`config.mk`:
```
export PLATFORM = sky130hd
export DESIGN_NAME = sync_fifo_param
export DESIGN_NICKNAME = d
export VERILOG_FILES = /design/src/rtl/sync_fifo_param.sv
export SDC_FILE = /design/constraint.sdc
export NUM_CORES = 1
export LEC_CHECK = 0
export BUFFER_PORTS_ARGS = -buffer_cell sky130_fd_sc_hd__buf_2
export CAP_MARGIN = 20
export CORE_AREA = 2 2 182 273
export CTS_CLUSTER_SIZE = 8
export DETAILED_ROUTE_END_ITERATION = 16
export DIE_AREA = 0 0 184 275
export HOLD_SLACK_MARGIN = 0.06
export SKIP_LAST_GASP = 1
export SYNTH_ARGS = -nofsm -noshare
export SYNTH_HDL_FRONTEND = slang
export SYNTH_SLANG_ARGS = --single-unit
```
`constraint.sdc`:
```
create_clock -name clk -period 4.4 [get_ports clk]
set_input_delay 0.44 -clock clk [delete_from_list [all_inputs] [get_ports clk]]
set_output_delay 0.44 -clock clk [all_outputs]
set_load 0.005 [all_outputs]
```
`src/rtl/sync_fifo_param.sv`:
```
// rtl/sync_fifo_param.sv - parametrised single-clock FIFO, optional FWFT via SYNC_FIFO_FWFT_EN
module sync_fifo_param #(
    parameter int DATA_W    = 20,
    parameter int ADDR_W    = 4,
    parameter int AFULL_TH  = 14,
    parameter int AEMPTY_TH = 2
) (
    input  logic              clk,
    input  logic              rstN,
    input  logic              clr,
    input  logic [DATA_W-1:0] din,
    input  logic              wr_en,
    input  logic              rd_en,
    output logic [DATA_W-1:0] dout,
    output logic              valid,
    output logic              empty,
    output logic              full,
    output logic              almost_full,
    output logic              almost_empty,
    output logic [ADDR_W:0]   data_cnt,
    output logic              overflow,
    output logic              underflow
);

    localparam int DEPTH = 1 << ADDR_W;
    localparam logic [ADDR_W:0] DEPTH_C  = (ADDR_W+1)'(DEPTH);
    localparam logic [ADDR_W:0] AFULL_C  = (ADDR_W+1)'(AFULL_TH);
    localparam logic [ADDR_W:0] AEMPTY_C = (ADDR_W+1)'(AEMPTY_TH);
    localparam logic [ADDR_W:0] PTR_ONE  = (ADDR_W+1)'(1);

    // Thresholds outside their legal ranges would make the flags meaningless
    if (AFULL_TH < 1 || AFULL_TH > DEPTH) begin : g_bad_afull
        $error("sync_fifo_param: AFULL_TH out of range 1..DEPTH");
    end
    if (AEMPTY_TH < 0 || AEMPTY_TH > DEPTH - 1) begin : g_bad_aempty
        $error("sync_fifo_param: AEMPTY_TH out of range 0..DEPTH-1");
    end

    logic [DATA_W-1:0] mem [DEPTH];
    logic [ADDR_W:0]   wr_ptr;
    logic [ADDR_W:0]   rd_ptr;
    logic              mem_empty;
    logic              rd_acc;
    logic              wr_acc;
    logic              valid_nxt;
    logic              ov_cond;
    logic              uf_cond;

    // Extra pointer bit distinguishes full from empty; difference is occupancy
    assign data_cnt     = wr_ptr - rd_ptr;
    assign mem_empty    = (data_cnt == '0);
    assign full         = (data_cnt == DEPTH_C);
    assign almost_full  = (data_cnt >= AFULL_C);
    assign almost_empty = (data_cnt <= AEMPTY_C);

`ifdef SYNC_FIFO_FWFT_EN
    // Memory is read whenever the prefetch register is free or being acknowledged
    assign rd_acc    = ~mem_empty & (~valid | rd_en);
    assign valid_nxt = rd_acc | (valid & ~rd_en);
    assign uf_cond   = rd_en & ~valid;
    assign empty     = ~valid;
`else
    // A read needs a stored word; no write-to-read bypass
    assign rd_acc    = rd_en & ~mem_empty;
    assign valid_nxt = rd_acc;
    assign uf_cond   = rd_en & mem_empty;
    assign empty     = mem_empty;
`endif

    // A read in the same cycle frees the slot a write into a full FIFO needs
    assign wr_acc  = wr_en & (~full | rd_acc);
    assign ov_cond = wr_en & full & ~rd_acc;

    // Storage array, intentionally not reset so it maps onto dual-port RAM
    always_ff @(posedge clk) begin
        if (wr_acc && !clr) begin
            mem[wr_ptr[ADDR_W-1:0]] <= din;
        end
    end

    // Pointers, registered read port and status pulses; clr overrides traffic
    always_ff @(posedge clk or negedge rstN) begin
        if (!rstN) begin
            wr_ptr    <= '0;
            rd_ptr    <= '0;
            dout      <= '0;
            valid     <= 1'b0;
            overflow  <= 1'b0;
            underflow <= 1'b0;
        end else if (clr) begin
            wr_ptr    <= '0;
            rd_ptr    <= '0;
            valid     <= 1'b0;
            overflow  <= 1'b0;
            underflow <= 1'b0;
        end else begin
            if (wr_acc) begin
                wr_ptr <= wr_ptr + PTR_ONE;
            end
            if (rd_acc) begin
                rd_ptr <= rd_ptr + PTR_ONE;
                dout   <= mem[rd_ptr[ADDR_W-1:0]];
            end
            valid     <= valid_nxt;
            overflow  <= ov_cond;
            underflow <= uf_cond;
        end
    end

endmodule
```
Word-level counts from Yosys, hierarchy flattened
Memory sizes are Yosys's and may differ from the RTL's. A register that Yosys moved wholly into a read port is not among the register bits.
Index checks and enable logic that the tools add are counted.

word-level totals
  memories = 1
  RAM bits = 320
  output and inout port bits = 32
  word-level logic and storage cells = 38
  bits of input ports = 25
  register bits = 13

memories
  name  depth  width  read ports  clocked after Yosys merged registers in  wr ports  line  RTL
  mem   16     20     1           1                                        1         39    logic [DATA_W-1:0] mem [DEPTH];

cells by class
  multiplexer cells = 9
  eq/ne operators = 1
  reductions and logical operators = 7
  $add $sub $neg = 3
  bitwise logic cells = 10
  $lt $le $gt $ge = 2

operators by type and width
  kind                   count
  $mux W5                4
  $add A5 B1 Y5 const B  2
  $and A1 B1 Y1          5
  $eq A5 B5 Y1 const B   1
  $ge A5 B4 Y1 const B   1
  $le A5 B2 Y1 const B   1
  $logic_not A5 Y1       1
  $mux W1                5
  $sub A5 B5 Y5          1
  $not A1 Y1             4
  $reduce_bool A2 Y1     2
  $logic_not A1 Y1       2
  $reduce_and A2 Y1      1
  $logic_and A1 B1 Y1    1
  $or A1 B1 Y1           1

Logic depth before layout (Yosys ltp)
  word-level depth = 9
  depth in mapped cells = 9
  depth with buffers taken out = 8

Worst setup path after synthesis
No wires, ideal clock.

  kind = register to register
  from = register wr_ptr[0]
  to = memory mem[0][0] (enable)
  path buffers = 1
  clock period less this slack = 4008 ps
  slack = 392 ps
  arrival time = 3586 ps
  cell stages (with the launch flop) = 10
  required time = 3978 ps
  cells stage by stage = dfrtp_1 inv_1 ha_1 fa_1 nand2b_1 a21oi_1 xor2_1 clkbuf_1 o311ai_0 nor3_1

between the ends
  cells in the longest elaborated chain, start to end = 9

RTL lines
  what                           line  RTL
  from (decl)                    40    logic [ADDR_W:0] wr_ptr;
  from (signal assigned)         98    wr_ptr <= wr_ptr + PTR_ONE;
  $sub A5 B5 Y5                  50    assign data_cnt = wr_ptr - rd_ptr;
  $logic_not A5 Y1               51    assign mem_empty = (data_cnt == '0);
  $not A1 Y1                     64    assign rd_acc = rd_en & ~mem_empty;
  $and A1 B1 Y1                  64
  $or A1 B1 Y1                   71    assign wr_acc = wr_en & (~full | rd_acc);
  $and A1 B1 Y1                  71
  $logic_and A1 B1 Y1            76    if (wr_acc && !clr) begin
  $mux W1                        76
  $mux W1 (not written as such)  77    mem[wr_ptr[ADDR_W-1:0]] <= din;
  to (decl)                      39

Parallel ways exist; a longest one is shown, timed or not.

Worst setup path in the final report
  from = register rd_ptr[0]
  to = output almost_empty

between the ends
  cells in the longest elaborated chain, start to end = 2

RTL lines
  what                    line  RTL
  from (decl)             41    logic [ADDR_W:0] rd_ptr;
  from (signal assigned)  101   rd_ptr <= rd_ptr + PTR_ONE;
  $sub A5 B5 Y5           50
  $le A5 B2 Y1            54    assign almost_empty = (data_cnt <= AEMPTY_C);
  to (decl)               19    output logic almost_empty,

Every way passes these cells.

==> qor.csv <==
metric,value,unit
final net count,823,
htree depth,2,
Finish-stage setup viols,0,
via count,6878,
initial core utilization,0.286,
Hold WC Path Type,in -> reg,
fmax,249,MHz
critical-path cell list,ha_1 > fa_1 > nand2b_1 > a21oi_1 > xor2_1 > buf_4 > inv_1 > a2111oi_0 > buf_2,
pin count of the biggest net entering global routing,45,
Routability Congestion,0.789,
Leak,0.00536,uW
Peak VDD IR,0.000314,V
CTS tree,done,
CP Launch Type,flip-flop,
post-route cell area,0.0165,sq mm
"Req. time, crit path",3.96,ns
Slew headroom,0.356,
status,"finished, final reports clean",
area grow syn2layout,19.4,%
WS Path Type,reg -> out,
main area contributors after synthesis,"edfxtp_1, mux4_2, dfrtp_1",
# diodes,0,
setup TNS,0,ns
"Async S/R FF share, synth",0.0935,
worst clock skew,0.0186,ns
vias per inst,4.79,
share of the synthesized area in the top cell type,0.697,
final core occ,0.341,
first-pass GRT wire length,47000,um
antenna-violating nets left,0,
Syn Std Cell Area,0.0138,sq mm
CP max-delay cell,dfrtp_4,
worst-path maximum fanout,22,
Core Area,0.0483,sq mm
post-DP HPWL,19500,um
Synth top cells by count,"edfxtp_1, mux4_2, nor2_1, o22ai_1, dfrtp_1",
cell count after synthesis,681,
Multi-input gate area,0.00321,sq mm
DRT iter0 DRCs,524,
placed instance area,0.0150,sq mm
"count leader, synth",edfxtp_1,
DRC violations left,0,
I/O pin total,57,
initial antenna violation count,1,
worst skew pair latency,0.56,ns
fillcell total,4553,
Final Max Slew Viols,0,
Reg area,0.0104,sq mm
Die W,184,um
All-Layer GR Usage,0.126,
crit share post-route,0.913,
"Reg clk slew, reported paths",0.06,ns
CP endpoint kind,output pin,
Post-synth EDFFs,320,
register area share after synthesis,0.757,
Main synth FF type,edfxtp_1,
WP data arrival,3.58,ns
vias in the first global route,7503,
Netlist cell types,42,
clock buffer depth,3,
Top delay family on crit path,adder cells,
Synth area leader,edfxtp_1,
syn nets,716,
CTS Sinks,353,
FF-to-FF setup slack,0.89,ns
GR Overflow Total,0,
synthesis-stage register bit count,353,
crit-path max cell delay,0.64,ns
DIE HEIGHT,275,um
setup repair after global routing missed its margin,no,
average size of a mapped cell,20.3,sq um
CTS root buffer,clkbuf_16,
drt first pass iters,4,
Fin. Hold Viols,0,
die area,0.0506,sq mm
fin crit period,4.02,ns
Cell Rows,99,
layout cells sized above 1,0.331,
DRT Wirelength,31200,um
cts bufs inserted,50,
Post-CTS Setup Repair Bufs,0,
Buf/Inv on CP,3,
wire per inst,21.7,um
PortBufs,56,
yosys warns,0,
max cap viols,0,
Worst Tran Pin Value,0.964,ns
Pwr per Cell Area,588,mW/mm^2
[cell usage in the layout, fill, tap and decap left out, types with 16 or more instances in the layout]
cell type,count
mux2_2,24
nor2_1,37
mux4_2,80
clkbuf_16,51
buf_4,33
clkbuf_1,39
buf_2,56
edfxtp_1,320
dfrtp_1,30
o22ai_1,40
nand2_1,16
[sequential cells by signal, summed over array words and instances, names as in the netlist]
register and cells:
valid 1, wr_ptr 5, rd_ptr 5, overflow 1, underflow 1, mem 320
dout 20
[final timing paths]
kind                                endpoint  cells past startpoint      start
worst max-delay path            almost_empty                      9  rd_ptr[0]
worst min-delay path             mem[11][16]                      1    din[16]
worst max register to register   mem[15][18]                      8  rd_ptr[0]
worst min register to register       dout[9]                      1    dout[9]
max in group asynchronous          rd_ptr[0]                      3       rstN
min in group asynchronous            dout[2]                      3       rstN
[kinds of logic after synthesis]
logic type	Yosys count	share of synthesized area
flip-flops	353	0.757
AO/OA/AOI/OAI	68	0.0339
buffers and inverters	47	0.0148
XOR/XNOR	4	0.00308
adder cells (fa/ha/maj)	10	0.00962
multiplexers	105	0.151
AND/OR/NAND/NOR	94	0.0311
[timing repair]
item | CTS | global route
hold endpoints to repair | 33 | 0
hold buffers | 1 | 0
setup endpoints to repair | 0 | 0
resized for setup | 0 | 0
[cell type report]
type / count / area share
clock inverter: 3 / 0.00228
inverter: 9 / 0.00205
timing repair buffer: 93 / 0.0345
tap: 606 / 0.0460
clock buffer: 90 / 0.0864
multi-input combinational: 281 / 0.195
sequential: 353 / 0.634
[power breakdown]
part | switching [uW] | internal [uW]
Sequential | 139 | 3870
Combinational | 1140 | 1020
Clock | 1360 | 2170
Total | 2640 | 7050
[metrics by stage]
stage	total power (uW)	worst slack (ns)	instances	hold WS (ns)
6_report	9690	0.384	1435	0.279
5_1_grt	10100	0.0578	1435	0.279
4_1_cts	9810	0.361	1433	0.254
3_5_place_dp	6280	0.574	1339	0.491
3_3_place_gp	6260	0.802	1339	0.484
2_1_floorplan	5510	0.392	681	0.144
[routing by layer]
metal / track usage / vias up / share of wire
met2: 0.230 / 180 / 0.53
met3: 0.0241 / 57 / 0.048
li1: - / 3030 / -
met1: 0.144 / 3609 / 0.38
met4: 0.0526 / 2 / 0.032
met5: 0 / - / 0.00042
(Power assumes the default switching activity.)
